File: src/rtl/mem_arbiter_if.sv
// Bundle of the requester, memory and status signals around mem_arbiter.
// slave: the arbiter's view (it serves the requesters and drives memory).
// master: the environment's view (requesters plus memory model).
interface mem_arbiter_if #(
   parameter int unsigned ADDR_W = 32,
   parameter int unsigned DATA_W = 32,
   parameter int unsigned MASK_W = 8
);
   logic              ifu_req_valid;
   logic              ifu_req_ready;
   logic [ADDR_W-1:0] ifu_addr;
   logic              ifu_resp_valid;
   logic              ifu_resp_err;
   logic [DATA_W-1:0] ifu_rdata;

   logic              lsu_req_valid;
   logic              lsu_req_ready;
   logic [ADDR_W-1:0] lsu_addr;
   logic              lsu_wen;
   logic [DATA_W-1:0] lsu_wdata;
   logic [MASK_W-1:0] lsu_wmask;
   logic              lsu_resp_valid;
   logic              lsu_resp_err;
   logic [DATA_W-1:0] lsu_rdata;

   logic              mem_req_valid;
   logic              mem_req_ready;
   logic [ADDR_W-1:0] mem_addr;
   logic              mem_wen;
   logic [DATA_W-1:0] mem_wdata;
   logic [MASK_W-1:0] mem_wmask;
   logic              mem_resp_valid;
   logic [DATA_W-1:0] mem_rdata;

   logic              busy;

   modport slave (
      input  ifu_req_valid, ifu_addr,
      input  lsu_req_valid, lsu_addr, lsu_wen, lsu_wdata, lsu_wmask,
      input  mem_req_ready, mem_resp_valid, mem_rdata,
      output ifu_req_ready, ifu_resp_valid, ifu_resp_err, ifu_rdata,
      output lsu_req_ready, lsu_resp_valid, lsu_resp_err, lsu_rdata,
      output mem_req_valid, mem_addr, mem_wen, mem_wdata, mem_wmask,
      output busy
   );

   modport master (
      output ifu_req_valid, ifu_addr,
      output lsu_req_valid, lsu_addr, lsu_wen, lsu_wdata, lsu_wmask,
      output mem_req_ready, mem_resp_valid, mem_rdata,
      input  ifu_req_ready, ifu_resp_valid, ifu_resp_err, ifu_rdata,
      input  lsu_req_ready, lsu_resp_valid, lsu_resp_err, lsu_rdata,
      input  mem_req_valid, mem_addr, mem_wen, mem_wdata, mem_wmask,
      input  busy
   );
endinterface

File: src/rtl/mem_arbiter.sv
// Round-robin arbiter sharing one memory port between IFU (read-only) and
// LSU (read/write). One transaction in flight; request fields are captured
// at acceptance; a watchdog turns a silent memory into an error response.
module mem_arbiter #(
   parameter int unsigned ADDR_W   = 32,
   parameter int unsigned DATA_W   = 32,
   parameter int unsigned MASK_W   = 8,
   parameter int unsigned MAX_WAIT = 255
) (
   input logic          clk,
   input logic          rst,
   mem_arbiter_if.slave bus
);
   // Counter only has to reach MAX_WAIT-1 (last WAIT cycle).
   localparam int unsigned     CNT_W    = (MAX_WAIT < 2) ? 1 : $clog2(MAX_WAIT);
   localparam logic [CNT_W-1:0] LAST_CNT = CNT_W'(MAX_WAIT - 1);

   typedef enum logic [1:0] {StIdle, StReq, StWait} state_e;

   state_e            state_q, state_d;
   logic              owner_q, owner_d;   // 1 = LSU owns the transaction
   logic              last_q, last_d;     // 1 = LSU won the last grant
   logic [CNT_W-1:0]  cnt_q, cnt_d;
   logic [ADDR_W-1:0] addr_q, addr_d;
   logic              wen_q, wen_d;
   logic [DATA_W-1:0] wdata_q, wdata_d;
   logic [MASK_W-1:0] wmask_q, wmask_d;

   logic ifu_win, lsu_win, resp_hit, timeout;

   // Arbitration, request capture and transaction sequencing.
   always_comb begin
      state_d  = state_q;
      owner_d  = owner_q;
      last_d   = last_q;
      cnt_d    = cnt_q;
      addr_d   = addr_q;
      wen_d    = wen_q;
      wdata_d  = wdata_q;
      wmask_d  = wmask_q;
      ifu_win  = 1'b0;
      lsu_win  = 1'b0;
      resp_hit = 1'b0;
      timeout  = 1'b0;
      unique case (state_q)
         StIdle: begin
            // On a tie the requester that did not win last time goes first.
            lsu_win = bus.lsu_req_valid & (~bus.ifu_req_valid | ~last_q);
            ifu_win = bus.ifu_req_valid & ~lsu_win;
            if (lsu_win) begin
               addr_d  = bus.lsu_addr;
               wen_d   = bus.lsu_wen;
               wdata_d = bus.lsu_wdata;
               wmask_d = bus.lsu_wmask;
               owner_d = 1'b1;
               last_d  = 1'b1;
               state_d = StReq;
            end else if (ifu_win) begin
               addr_d  = bus.ifu_addr;
               wen_d   = 1'b0;
               wdata_d = '0;
               wmask_d = '0;
               owner_d = 1'b0;
               last_d  = 1'b0;
               state_d = StReq;
            end
         end
         StReq: begin
            if (bus.mem_req_ready) begin
               if (bus.mem_resp_valid) begin
                  resp_hit = 1'b1;
                  state_d  = StIdle;
               end else begin
                  cnt_d   = '0;
                  state_d = StWait;
               end
            end
         end
         StWait: begin
            cnt_d = cnt_q + 1'b1;
            if (bus.mem_resp_valid) begin
               resp_hit = 1'b1;
               state_d  = StIdle;
            end else if (cnt_q == LAST_CNT) begin
               timeout = 1'b1;
               state_d = StIdle;
            end
         end
         default: state_d = StIdle;
      endcase
   end

   // State and captured request registers, cleared asynchronously.
   always_ff @(posedge clk or posedge rst) begin
      if (rst) begin
         state_q <= StIdle;
         owner_q <= 1'b0;
         last_q  <= 1'b0;
         cnt_q   <= '0;
         addr_q  <= '0;
         wen_q   <= 1'b0;
         wdata_q <= '0;
         wmask_q <= '0;
      end else begin
         state_q <= state_d;
         owner_q <= owner_d;
         last_q  <= last_d;
         cnt_q   <= cnt_d;
         addr_q  <= addr_d;
         wen_q   <= wen_d;
         wdata_q <= wdata_d;
         wmask_q <= wmask_d;
      end
   end

   // Readies are gated by rst because IDLE is also the reset state.
   assign bus.ifu_req_ready  = ifu_win & ~rst;
   assign bus.lsu_req_ready  = lsu_win & ~rst;

   assign bus.mem_req_valid  = (state_q == StReq);
   assign bus.mem_addr       = addr_q;
   assign bus.mem_wen        = wen_q;
   assign bus.mem_wdata      = wdata_q;
   assign bus.mem_wmask      = wmask_q;

   assign bus.ifu_resp_valid = (resp_hit | timeout) & ~owner_q;
   assign bus.ifu_resp_err   = timeout & ~owner_q;
   assign bus.ifu_rdata      = (resp_hit & ~owner_q) ? bus.mem_rdata : '0;
   assign bus.lsu_resp_valid = (resp_hit | timeout) & owner_q;
   assign bus.lsu_resp_err   = timeout & owner_q;
   assign bus.lsu_rdata      = (resp_hit & owner_q) ? bus.mem_rdata : '0;

   assign bus.busy           = (state_q != StIdle);
endmodule

File: src/flat_wrapper.sv
// flat-port wrapper written by rule: the top's interface ports become plain ports
module mem_arbiter_flat 
#(
   parameter int unsigned ADDR_W   = 32,
   parameter int unsigned DATA_W   = 32,
   parameter int unsigned MASK_W   = 8,
   parameter int unsigned MAX_WAIT = 255
)
  (clk, rst, bus_ifu_req_valid, bus_ifu_addr, bus_lsu_req_valid, bus_lsu_addr, bus_lsu_wen, bus_lsu_wdata, bus_lsu_wmask, bus_mem_req_ready, bus_mem_resp_valid, bus_mem_rdata, bus_ifu_req_ready, bus_ifu_resp_valid, bus_ifu_resp_err, bus_ifu_rdata, bus_lsu_req_ready, bus_lsu_resp_valid, bus_lsu_resp_err, bus_lsu_rdata, bus_mem_req_valid, bus_mem_addr, bus_mem_wen, bus_mem_wdata, bus_mem_wmask, bus_busy);
  mem_arbiter_if #(.ADDR_W(ADDR_W), .DATA_W(DATA_W), .MASK_W(MASK_W)) bus_i ();
  input logic clk;
  input logic rst;
  input wire logic [$bits(bus_i.ifu_req_valid)-1:0] bus_ifu_req_valid;
  input wire logic [$bits(bus_i.ifu_addr)-1:0] bus_ifu_addr;
  input wire logic [$bits(bus_i.lsu_req_valid)-1:0] bus_lsu_req_valid;
  input wire logic [$bits(bus_i.lsu_addr)-1:0] bus_lsu_addr;
  input wire logic [$bits(bus_i.lsu_wen)-1:0] bus_lsu_wen;
  input wire logic [$bits(bus_i.lsu_wdata)-1:0] bus_lsu_wdata;
  input wire logic [$bits(bus_i.lsu_wmask)-1:0] bus_lsu_wmask;
  input wire logic [$bits(bus_i.mem_req_ready)-1:0] bus_mem_req_ready;
  input wire logic [$bits(bus_i.mem_resp_valid)-1:0] bus_mem_resp_valid;
  input wire logic [$bits(bus_i.mem_rdata)-1:0] bus_mem_rdata;
  output wire logic [$bits(bus_i.ifu_req_ready)-1:0] bus_ifu_req_ready;
  output wire logic [$bits(bus_i.ifu_resp_valid)-1:0] bus_ifu_resp_valid;
  output wire logic [$bits(bus_i.ifu_resp_err)-1:0] bus_ifu_resp_err;
  output wire logic [$bits(bus_i.ifu_rdata)-1:0] bus_ifu_rdata;
  output wire logic [$bits(bus_i.lsu_req_ready)-1:0] bus_lsu_req_ready;
  output wire logic [$bits(bus_i.lsu_resp_valid)-1:0] bus_lsu_resp_valid;
  output wire logic [$bits(bus_i.lsu_resp_err)-1:0] bus_lsu_resp_err;
  output wire logic [$bits(bus_i.lsu_rdata)-1:0] bus_lsu_rdata;
  output wire logic [$bits(bus_i.mem_req_valid)-1:0] bus_mem_req_valid;
  output wire logic [$bits(bus_i.mem_addr)-1:0] bus_mem_addr;
  output wire logic [$bits(bus_i.mem_wen)-1:0] bus_mem_wen;
  output wire logic [$bits(bus_i.mem_wdata)-1:0] bus_mem_wdata;
  output wire logic [$bits(bus_i.mem_wmask)-1:0] bus_mem_wmask;
  output wire logic [$bits(bus_i.busy)-1:0] bus_busy;
  assign bus_i.ifu_req_valid = bus_ifu_req_valid;
  assign bus_i.ifu_addr = bus_ifu_addr;
  assign bus_i.lsu_req_valid = bus_lsu_req_valid;
  assign bus_i.lsu_addr = bus_lsu_addr;
  assign bus_i.lsu_wen = bus_lsu_wen;
  assign bus_i.lsu_wdata = bus_lsu_wdata;
  assign bus_i.lsu_wmask = bus_lsu_wmask;
  assign bus_i.mem_req_ready = bus_mem_req_ready;
  assign bus_i.mem_resp_valid = bus_mem_resp_valid;
  assign bus_i.mem_rdata = bus_mem_rdata;
  assign bus_ifu_req_ready = bus_i.ifu_req_ready;
  assign bus_ifu_resp_valid = bus_i.ifu_resp_valid;
  assign bus_ifu_resp_err = bus_i.ifu_resp_err;
  assign bus_ifu_rdata = bus_i.ifu_rdata;
  assign bus_lsu_req_ready = bus_i.lsu_req_ready;
  assign bus_lsu_resp_valid = bus_i.lsu_resp_valid;
  assign bus_lsu_resp_err = bus_i.lsu_resp_err;
  assign bus_lsu_rdata = bus_i.lsu_rdata;
  assign bus_mem_req_valid = bus_i.mem_req_valid;
  assign bus_mem_addr = bus_i.mem_addr;
  assign bus_mem_wen = bus_i.mem_wen;
  assign bus_mem_wdata = bus_i.mem_wdata;
  assign bus_mem_wmask = bus_i.mem_wmask;
  assign bus_busy = bus_i.busy;
  mem_arbiter #(.ADDR_W(ADDR_W), .DATA_W(DATA_W), .MASK_W(MASK_W), .MAX_WAIT(MAX_WAIT)) u_core (.clk(clk), .rst(rst), .bus(bus_i));
endmodule
File: config.mk
export PLATFORM = sky130hd
export DESIGN_NAME = mem_arbiter_flat
export DESIGN_NICKNAME = d
export VERILOG_FILES = /design/src/rtl/mem_arbiter_if.sv /design/src/rtl/mem_arbiter.sv /design/src/flat_wrapper.sv
export SDC_FILE = /design/constraint.sdc
export NUM_CORES = 1
export LEC_CHECK = 0
export CELL_PAD_IN_SITES_DETAIL_PLACEMENT = 0
export CELL_PAD_IN_SITES_GLOBAL_PLACEMENT = 1
export CORE_MARGIN = 3
export CORE_UTILIZATION = 25
export CTS_CLUSTER_SIZE = 8
export DETAILED_ROUTE_END_ITERATION = 16
export DONT_BUFFER_PORTS = 1
export PLACE_DENSITY_LB_ADDON = 0.08
export SYNTH_ARGS = -nofsm -noshare
export SYNTH_HDL_FRONTEND = slang
export SYNTH_SLANG_ARGS = --single-unit
File: constraint.sdc
create_clock -name clk -period 2.8 [get_ports clk]
set_clock_uncertainty 0.15 [all_clocks]
set_input_delay 0.42 -clock clk [delete_from_list [all_inputs] [get_ports clk]]
set_output_delay 0.42 -clock clk [all_outputs]
set_load 0.005 [all_outputs]
# After elaboration in Yosys (flattened, before gate mapping)
# Index checks and enable logic that the tools add are counted.
# word_totals
ff_bits,84
output_inout_bits,145
# op_classes
addsub,1
eq_ne,7
mux,29
bitwise_logic,16
n_reduce_logical,7
# ops
op,count
32-bit two-way mux,6
8-bit two-way mux,4
8-bit case mux with 2 select lines,1
2-bit two-way mux,6
1-bit bitwise AND,10
1-bit two-way mux,10
"8-bit by 1-bit adder with 8-bit output, second input constant",1
"8-bit equality test, second input constant",1
2-bit case mux with 3 select lines,1
3-bit AND reduction,2
2-bit nonzero test,3
"2-bit inequality test, second input constant",2
1-bit NOT,4
"3-bit by 1-bit inequality test with 1-bit output, second input constant",1
"3-bit by 2-bit inequality test with 1-bit output, second input constant",1
"2-bit by 1-bit equality test with 1-bit output, second input constant",1
"2-bit equality test, second input constant",1
2-bit zero test,1
1-bit bitwise OR,2
1-bit case mux with 2 select lines,1
2-bit AND reduction,1

# Longest topological paths before layout
# Gate-level depths: netlist of run 1.
# depth
ltp_word,8
ltp_mapped,7

# Worst setup path before layout of run 1
# No wires, ideal clock.
# synth_path
path_type,input-to-output
from,input rst
to,output bus_lsu_req_ready
t_arrival_ps,2546
required_time_ps,2230
slack_ps,-316
stages,2
path_cell_list,inv_1 and3_1
# synth_between
elab_chain_len,2
# synth_rtl
element,line,source
from (decl),flat_wrapper.sv:12,input logic rst;
1-bit NOT,mem_arbiter.sv:118,assign bus.lsu_req_ready = lsu_win & ~rst;
1-bit bitwise AND,mem_arbiter.sv:118,
to (decl),flat_wrapper.sv:27,output wire logic [$bits(bus_i.lsu_req_ready)-1:0] bus_lsu_req_ready;
# No other way between the ends.

# Worst setup path in the final report of run 1
# layout_path
from,register u_core.state_q[0]
to,output bus_lsu_rdata[6]
# layout_between
elab_chain_len,4
# layout_rtl
element,line,source
from (decl),mem_arbiter.sv:20,"state_e state_q, state_d;"
from (signal assigned),mem_arbiter.sv:96,state_q <= StIdle;
from (signal assigned),mem_arbiter.sv:105,state_q <= state_d;
2-bit equality test or 2-bit by 1-bit equality test with 1-bit output (tied branches),mem_arbiter.sv:45,unique case (state_q)
1-bit case mux with 2 select lines (*),mem_arbiter.sv:45,
1-bit bitwise AND (*),mem_arbiter.sv:131,assign bus.lsu_rdata = (resp_hit & owner_q) ? bus.mem_rdata : '0;
32-bit two-way mux (*),mem_arbiter.sv:131,
to (decl),flat_wrapper.sv:30,output wire logic [$bits(bus_i.lsu_rdata)-1:0] bus_lsu_rdata;
# Mark *: on every way between the ends. The rest lies on a longest branch, timed or not.

==> impl_metrics.tcl, run 1 <==
set metrics [dict create \
    rsz0062_at_grt "false" \
    grt_pass1_vias 2991 \
    drcViolationCount 0 \
    powerDensity_mw_per_mm2 1020 \
    firstDrtPassIters 4 \
    worst_slew_pin_slew_ps 551 \
    async_flop_share_pct 100 \
    maxSlewViolCount 0 \
    synth_area_per_cell_um2 10.7 \
    required_ps 2230 \
    slew_headroom_pct 63.3 \
    cts.path.max_buffers 2 \
    r2r_slack_ps 810 \
    wirelength_um 11700 \
    core_region_area_mm2 0.0161 \
    cp_top_family "flip-flops" \
    vias 2883 \
    cp_slowest_stage_delay_ps 400 \
    min_path_type "primary input to flop" \
    clock_latency_ps 340 \
    overflow 0 \
    cp-start-kind "flop" \
    cp_slowest_cell "dfrtp_1" \
    port_buffers 0 \
    dp.cells 582 \
    postCtsSetupRepairBufs 0 \
    vias_per_cell 4.81 \
    antenna_left 0 \
    final_util_pct 29.1 \
    die_y_um 135 \
    path_class "flop to primary output" \
    gp_congestion 0.726 \
    rr_worst_depth 5 \
    netlist_area_mm2 0.00417 \
    grt_usage_pct 12.3 \
    synth_edf_count 0 \
    reg2reg_to "u_core.bus.mem_wdata[15]" \
    hold_viol_final 0 \
    setup_viol 0 \
    fin_total_pwr_mw 4.81 \
    hold_ws_ps 57.2 \
    cts-root-buf "clkbuf_16" \
    r2r_start "u_core.state_q[0]" \
    layout_min_cycle_time_ps 2460 \
    grt_max_degree 85 \
    outcome "complete, no violations" \
    cp_max_fo 33 \
    die-area_mm2 0.0183 \
    syn_nets 539 \
    ys_seq_area_share_pct 50.4 \
    area.growth.synth_to_final_pct 12.5 \
    cts_num_sinks 84 \
    layout-drive-gt1-share_pct 9.66 \
    mostFrequentLayoutCell "dfrtp_1" \
    min-delay-start "bus_lsu_wdata[10]" \
    yosysWarnings 0 \
    whs_endpoint "u_core.bus.mem_wdata[10]" \
    wl_per_cell_um 19.6 \
    critPathBufInv 2 \
    post_layout_nonfiller_instances 599 \
    initial_core_util_pct 25.9 \
    grt_pass1_wl_um 17200 \
    cts_tree "built" \
    antenna_found_initial 0 \
    clock.fmax_mhz 406 \
    ios 288 \
    clk_pin_slew_ps 70 \
    crit_path_end_kind "primary output" \
    final_cell_mix "dfrtp_1 (84), a22o_1 (42), nand2_1 (41)" \
    final_nets 527 \
    die_w_um 135 \
    dpl.hpwl_um 8750 \
    fin_tns_setup_ps 0 \
    yosys_most_used_dff "dfrtp_1" \
    p_leak_nw 2.22 \
    num_antenna_cells 0 \
    row_count 46 \
    maxCapViolations 0 \
    syn_inst 390 \
    cp_cell_sequence "inv_1 -> ha_2 -> a21oi_1 -> nor2_1 -> buf_4 -> and3_1" \
    ys_seq_elements 84 \
    worstPathArrival_ps 1890 \
    fin_crit_sh_pct 88.0 \
    drt-initial-drc-count 110 \
    yosysUniqueCellTypes 43 \
    hold_depth 1 \
    cts_buffers 9 \
    max-vdd-ir-drop_mv 0.335 \
    htreeDepth 3 \
]
[flip-flops by register name, summed over array words and instances, names as in the netlist]
signal / flops
u_core.bus.mem_addr: 32
u_core.bus.mem_wen: 1
u_core.bus.mem_wdata: 32
u_core.bus.mem_wmask: 8
u_core.state_q: 2
u_core.owner_q: 1
u_core.cnt_q: 8
[power by group]
part / internal [mW] / total [mW] / switching (mW)
sequential: 1.69 / 2.12 / 0.433
combinational: 0.570 / 1.37 / 0.797
clock: 0.815 / 1.31 / 0.500
total: 3.08 / 4.81 / 1.73
[metal layers]
metal	part of all wire (%)	routed length, µm	global-route usage, %	vias up
met1	39	4600	15.0	1363
li1	-	-	-	1357
met5	0	0	0	-
met4	2.1	244	4.54	0
met2	49	5780	19.6	147
met3	9.5	1110	5.10	16
[cell type report]
cell class                 count  area, µm²
sequential                    84       2100
multi-input combinational    268       1850
tap                          216        270
clock inverter                 6       93.8
fill                        1667      11400
timing repair buffer           8        100
inverter                       7       30.0
clock buffer                  10        239
[synth_stat cells (2+ instances only)]
| cell type | instances | area share (%) |
|---|---|---|
| nor2_1 | 4 | 0.36 |
| nand2_1 | 41 | 3.7 |
| buf_4 | 8 | 1.4 |
| o21ai_2 | 2 | 0.42 |
| a21o_1 | 2 | 0.36 |
| clkbuf_2 | 2 | 0.24 |
| mux2i_1 | 33 | 7.9 |
| inv_1 | 7 | 0.63 |
| buf_2 | 5 | 0.60 |
| a22o_1 | 42 | 8.8 |
| ha_1 | 6 | 1.8 |
| o21ai_1 | 8 | 0.96 |
| dfrtp_1 | 84 | 50 |
| o31ai_1 | 2 | 0.36 |
| nand2_2 | 2 | 0.30 |
| nor2b_1 | 2 | 0.30 |
| nand2b_1 | 2 | 0.30 |
| and3_1 | 34 | 5.1 |
| nand3_1 | 4 | 0.48 |
| and2_1 | 32 | 4.8 |
| o21a_1 | 2 | 0.36 |
| buf_6 | 6 | 1.6 |
| clkbuf_1 | 10 | 0.90 |
| o21ai_0 | 31 | 3.7 |
[logic make-up after synthesis]
kind of cell    after synthesis  share of synthesized area [%]
mux                          34                           8.29
flops                        84                           50.4
buf+inv                      38                           5.43
simple gates                131                           17.3
compound gates               97                           16.8
fa+ha+maj                     6                           1.80
[worst max-delay path by stage]
stage / slack (ps) / start / endpoint / depth (start not counted)
final: 340 / u_core.state_q[0] / bus_lsu_rdata[6] / 6
after global routing: 130 / u_core.state_q[0] / bus_lsu_rdata[13] / 6
after detailed placement: 560 / u_core.state_q[0] / bus_ifu_rdata[20] / 6
after floorplan: 140 / rst / bus_lsu_req_ready / 2
after global placement: 630 / u_core.state_q[0] / bus_ifu_rdata[5] / 6
after CTS: 170 / u_core.state_q[0] / bus_ifu_rdata[20] / 6
[stage by stage]
| stage | instance area [µm²] | worst slack (ps) |
|---|---|---|
| after floorplan | 4170 | 139 |
| after global placement | 4340 | 631 |
| after detailed placement | 4340 | 556 |
| after CTS | 4690 | 169 |
| after global routing | 4690 | 125 |
| final | 4690 | 337 |
[repair_timing]
item,4_1_cts,5_1_grt
endpoints found under the hold margin,84,0
resized for setup,0,1
endpoints found under the setup margin,0,36
hold buffers,1,0
No activity file was read; power rests on OpenSTA's default activity.
==> run 2, diff against run 1 <==
--- a/config.mk
+++ b/config.mk
@@ -5,14 +5,12 @@
 export SDC_FILE = /design/constraint.sdc
 export NUM_CORES = 1
 export LEC_CHECK = 0
-export CELL_PAD_IN_SITES_DETAIL_PLACEMENT = 0
-export CELL_PAD_IN_SITES_GLOBAL_PLACEMENT = 1
+export CAP_MARGIN = 20
 export CORE_MARGIN = 3
 export CORE_UTILIZATION = 25
 export CTS_CLUSTER_SIZE = 8
 export DETAILED_ROUTE_END_ITERATION = 16
 export DONT_BUFFER_PORTS = 1
-export PLACE_DENSITY_LB_ADDON = 0.08
 export SYNTH_ARGS = -nofsm -noshare
 export SYNTH_HDL_FRONTEND = slang
 export SYNTH_SLANG_ARGS = --single-unit
==> run 2 against run 1 <==
Critical path depth unchanged. Highest routed layer unchanged. Core utilization about the same. Worst hold slack better by 7.7 ps. Clock-buffer cell count up 2.
==> impl_metrics.tcl, run 2 (synthesis results as in run 1) <==
set metrics [dict create \
    outcome "complete, no violations" \
    cp_top_family "adder cells" \
    hold_ws_ps 64.8 \
    cts-root-buf "clkbuf_16" \
    powerDensity_mw_per_mm2 1030 \
    wirelength_um 11100 \
    post_layout_nonfiller_instances 601 \
    dpl.hpwl_um 8330 \
    busiest_layer "met2" \
    startpoint "u_core.state_q[0]" \
    max-vdd-ir-drop_mv 0.397 \
    dp.cells 584 \
    mostFrequentLayoutCell "dfrtp_1" \
    clk_pin_slew_ps 60 \
    layout_min_cycle_time_ps 2570 \
    r2r_slack_ps 810 \
    fin_area_mm2 0.00469 \
    dp_slack_ps 598 \
    cp-start-kind "flop" \
    rsz0062_at_grt "false" \
    area.growth.synth_to_final_pct 12.5 \
    required_ps 2230 \
    cp_slowest_stage_delay_ps 410 \
    antenna_found_initial 0 \
    rr_worst_depth 6 \
    grt_pass1_vias 2917 \
    met1_usage_pct 13.5 \
    htreeDepth 3 \
    cts.path.max_buffers 2 \
    reg2reg_to "u_core.bus.mem_addr[12]" \
    cp_slowest_cell "ha_1" \
    hold_depth 1 \
    grt_max_degree 85 \
    min-delay-start "bus_lsu_wdata[2]" \
    p_leak_nw 2.22 \
    cts_buffers 9 \
    num_antenna_cells 0 \
    path_class "flop to primary output" \
    drcViolationCount 0 \
    gp_congestion 0.776 \
    port_buffers 0 \
    final_nets 529 \
    core_region_area_mm2 0.0161 \
    layout-drive-gt1-share_pct 9.09 \
    r2r_start "u_core.state_q[0]" \
    fin_tns_setup_ps 0 \
    post_dp_cell_area_mm2 0.00435 \
    clock.fmax_mhz 389 \
    cts_resized 0 \
    cts_num_sinks 84 \
    maxCapViolations 0 \
    row_count 46 \
    initial_core_util_pct 25.9 \
    slew_headroom_pct 56.6 \
    final_cell_mix "dfrtp_1 (84), a22o_1 (42), nand2_1 (41)" \
    cp_cell_sequence "inv_1 -> ha_1 -> a21oi_1 -> nor2_1 -> buf_4 -> and3_1" \
    firstDrtPassIters 4 \
    min_path_type "primary input to flop" \
    setup_viol 0 \
    vias 2953 \
    hold_viol_final 0 \
    overflow 0 \
    ios 288 \
    whs_endpoint "u_core.bus.mem_wdata[2]" \
    die_y_um 135 \
    clock_latency_ps 330 \
    fin_crit_sh_pct 91.9 \
    grt_pass1_wl_um 15800 \
    gr-usage-met3_pct 3.87 \
    antenna_left 0 \
    vias_per_cell 4.91 \
    postCtsSetupRepairBufs 0 \
    die_w_um 135 \
    worst_slew_pin_slew_ps 651 \
    wl_per_cell_um 18.4 \
    grt_use_met2_pct 18.9 \
    critPathBufInv 2 \
    cp_max_fo 33 \
    worstPathArrival_ps 2000 \
    cts_tree "built" \
    grt_usage_pct 11.3 \
    maxSlewViolCount 0 \
    die-area_mm2 0.0183 \
    drt-initial-drc-count 124 \
    fin_ws_ps 228 \
    crit_path_end_kind "primary output" \
]
## run 2: changes by cell type in the layout (fill, tap and decap cells not counted)
cell,delta
buf_4,+3
clkbuf_1,+3
inv_6,-3
buf_12,-1
bufinv_16,+1
clkbuf_8,-1
ha_1,+1
ha_2,-1
## run 2: per-layer routing
layer	share of wire, %	vias up
met1	39	1437
li1	-	1356
met5	0	-
met4	1.3	0
met2	51	151
met3	8.2	9
## run 2: worst max-delay path by stage
stage,to,cells past startpoint
3_3_place_gp,bus_lsu_rdata[2],6
5_1_grt,bus_lsu_rdata[7],6
2_1_floorplan,bus_lsu_req_ready,2
4_1_cts,bus_lsu_rdata[15],6
6_report,bus_lsu_rdata[15],6
3_5_place_dp,bus_lsu_rdata[15],6
## run 2: power breakdown
part / leakage, nW / internal, mW / total (mW) / switching, mW
logic: 0.987 / 0.568 / 1.38 / 0.814
registers: 1.07 / 1.69 / 2.10 / 0.411
clock network: 0.157 / 0.872 / 1.32 / 0.451
total: 2.22 / 3.13 / 4.81 / 1.68
## run 2: area by class of cell
cell class / count / area (µm²)
clock buffer: 12 / 236
clock inverter: 4 / 97.6
fill: 1689 / 11400
inverter: 7 / 30.0
multi-input combinational: 268 / 1850
sequential: 84 / 2100
tap: 216 / 270
timing repair buffer: 10 / 103
## run 2: through the flow
stage / util (%) / power, mW
after global placement: 27.0 / 3.45
after CTS: 29.1 / 4.91
after global routing: 29.1 / 5.18
final: 29.1 / 4.81
after detailed placement: 27.0 / 3.54
after floorplan: - / 3.20
## run 2: worst reg2reg max path, stage by stage, from the launching register on
cell and delay [ps]:
dfrtp_1 390, inv_1 120, ha_1 300, nand2_4 390
buf_4 360, nand2_1 70, o21ai_0 70
## run 2: what timing repair did
item                                    in CTS  in global routing
endpoints found under the hold margin       84                  0
endpoints found under the setup margin       0                  0
hold buffers                                 1                  0
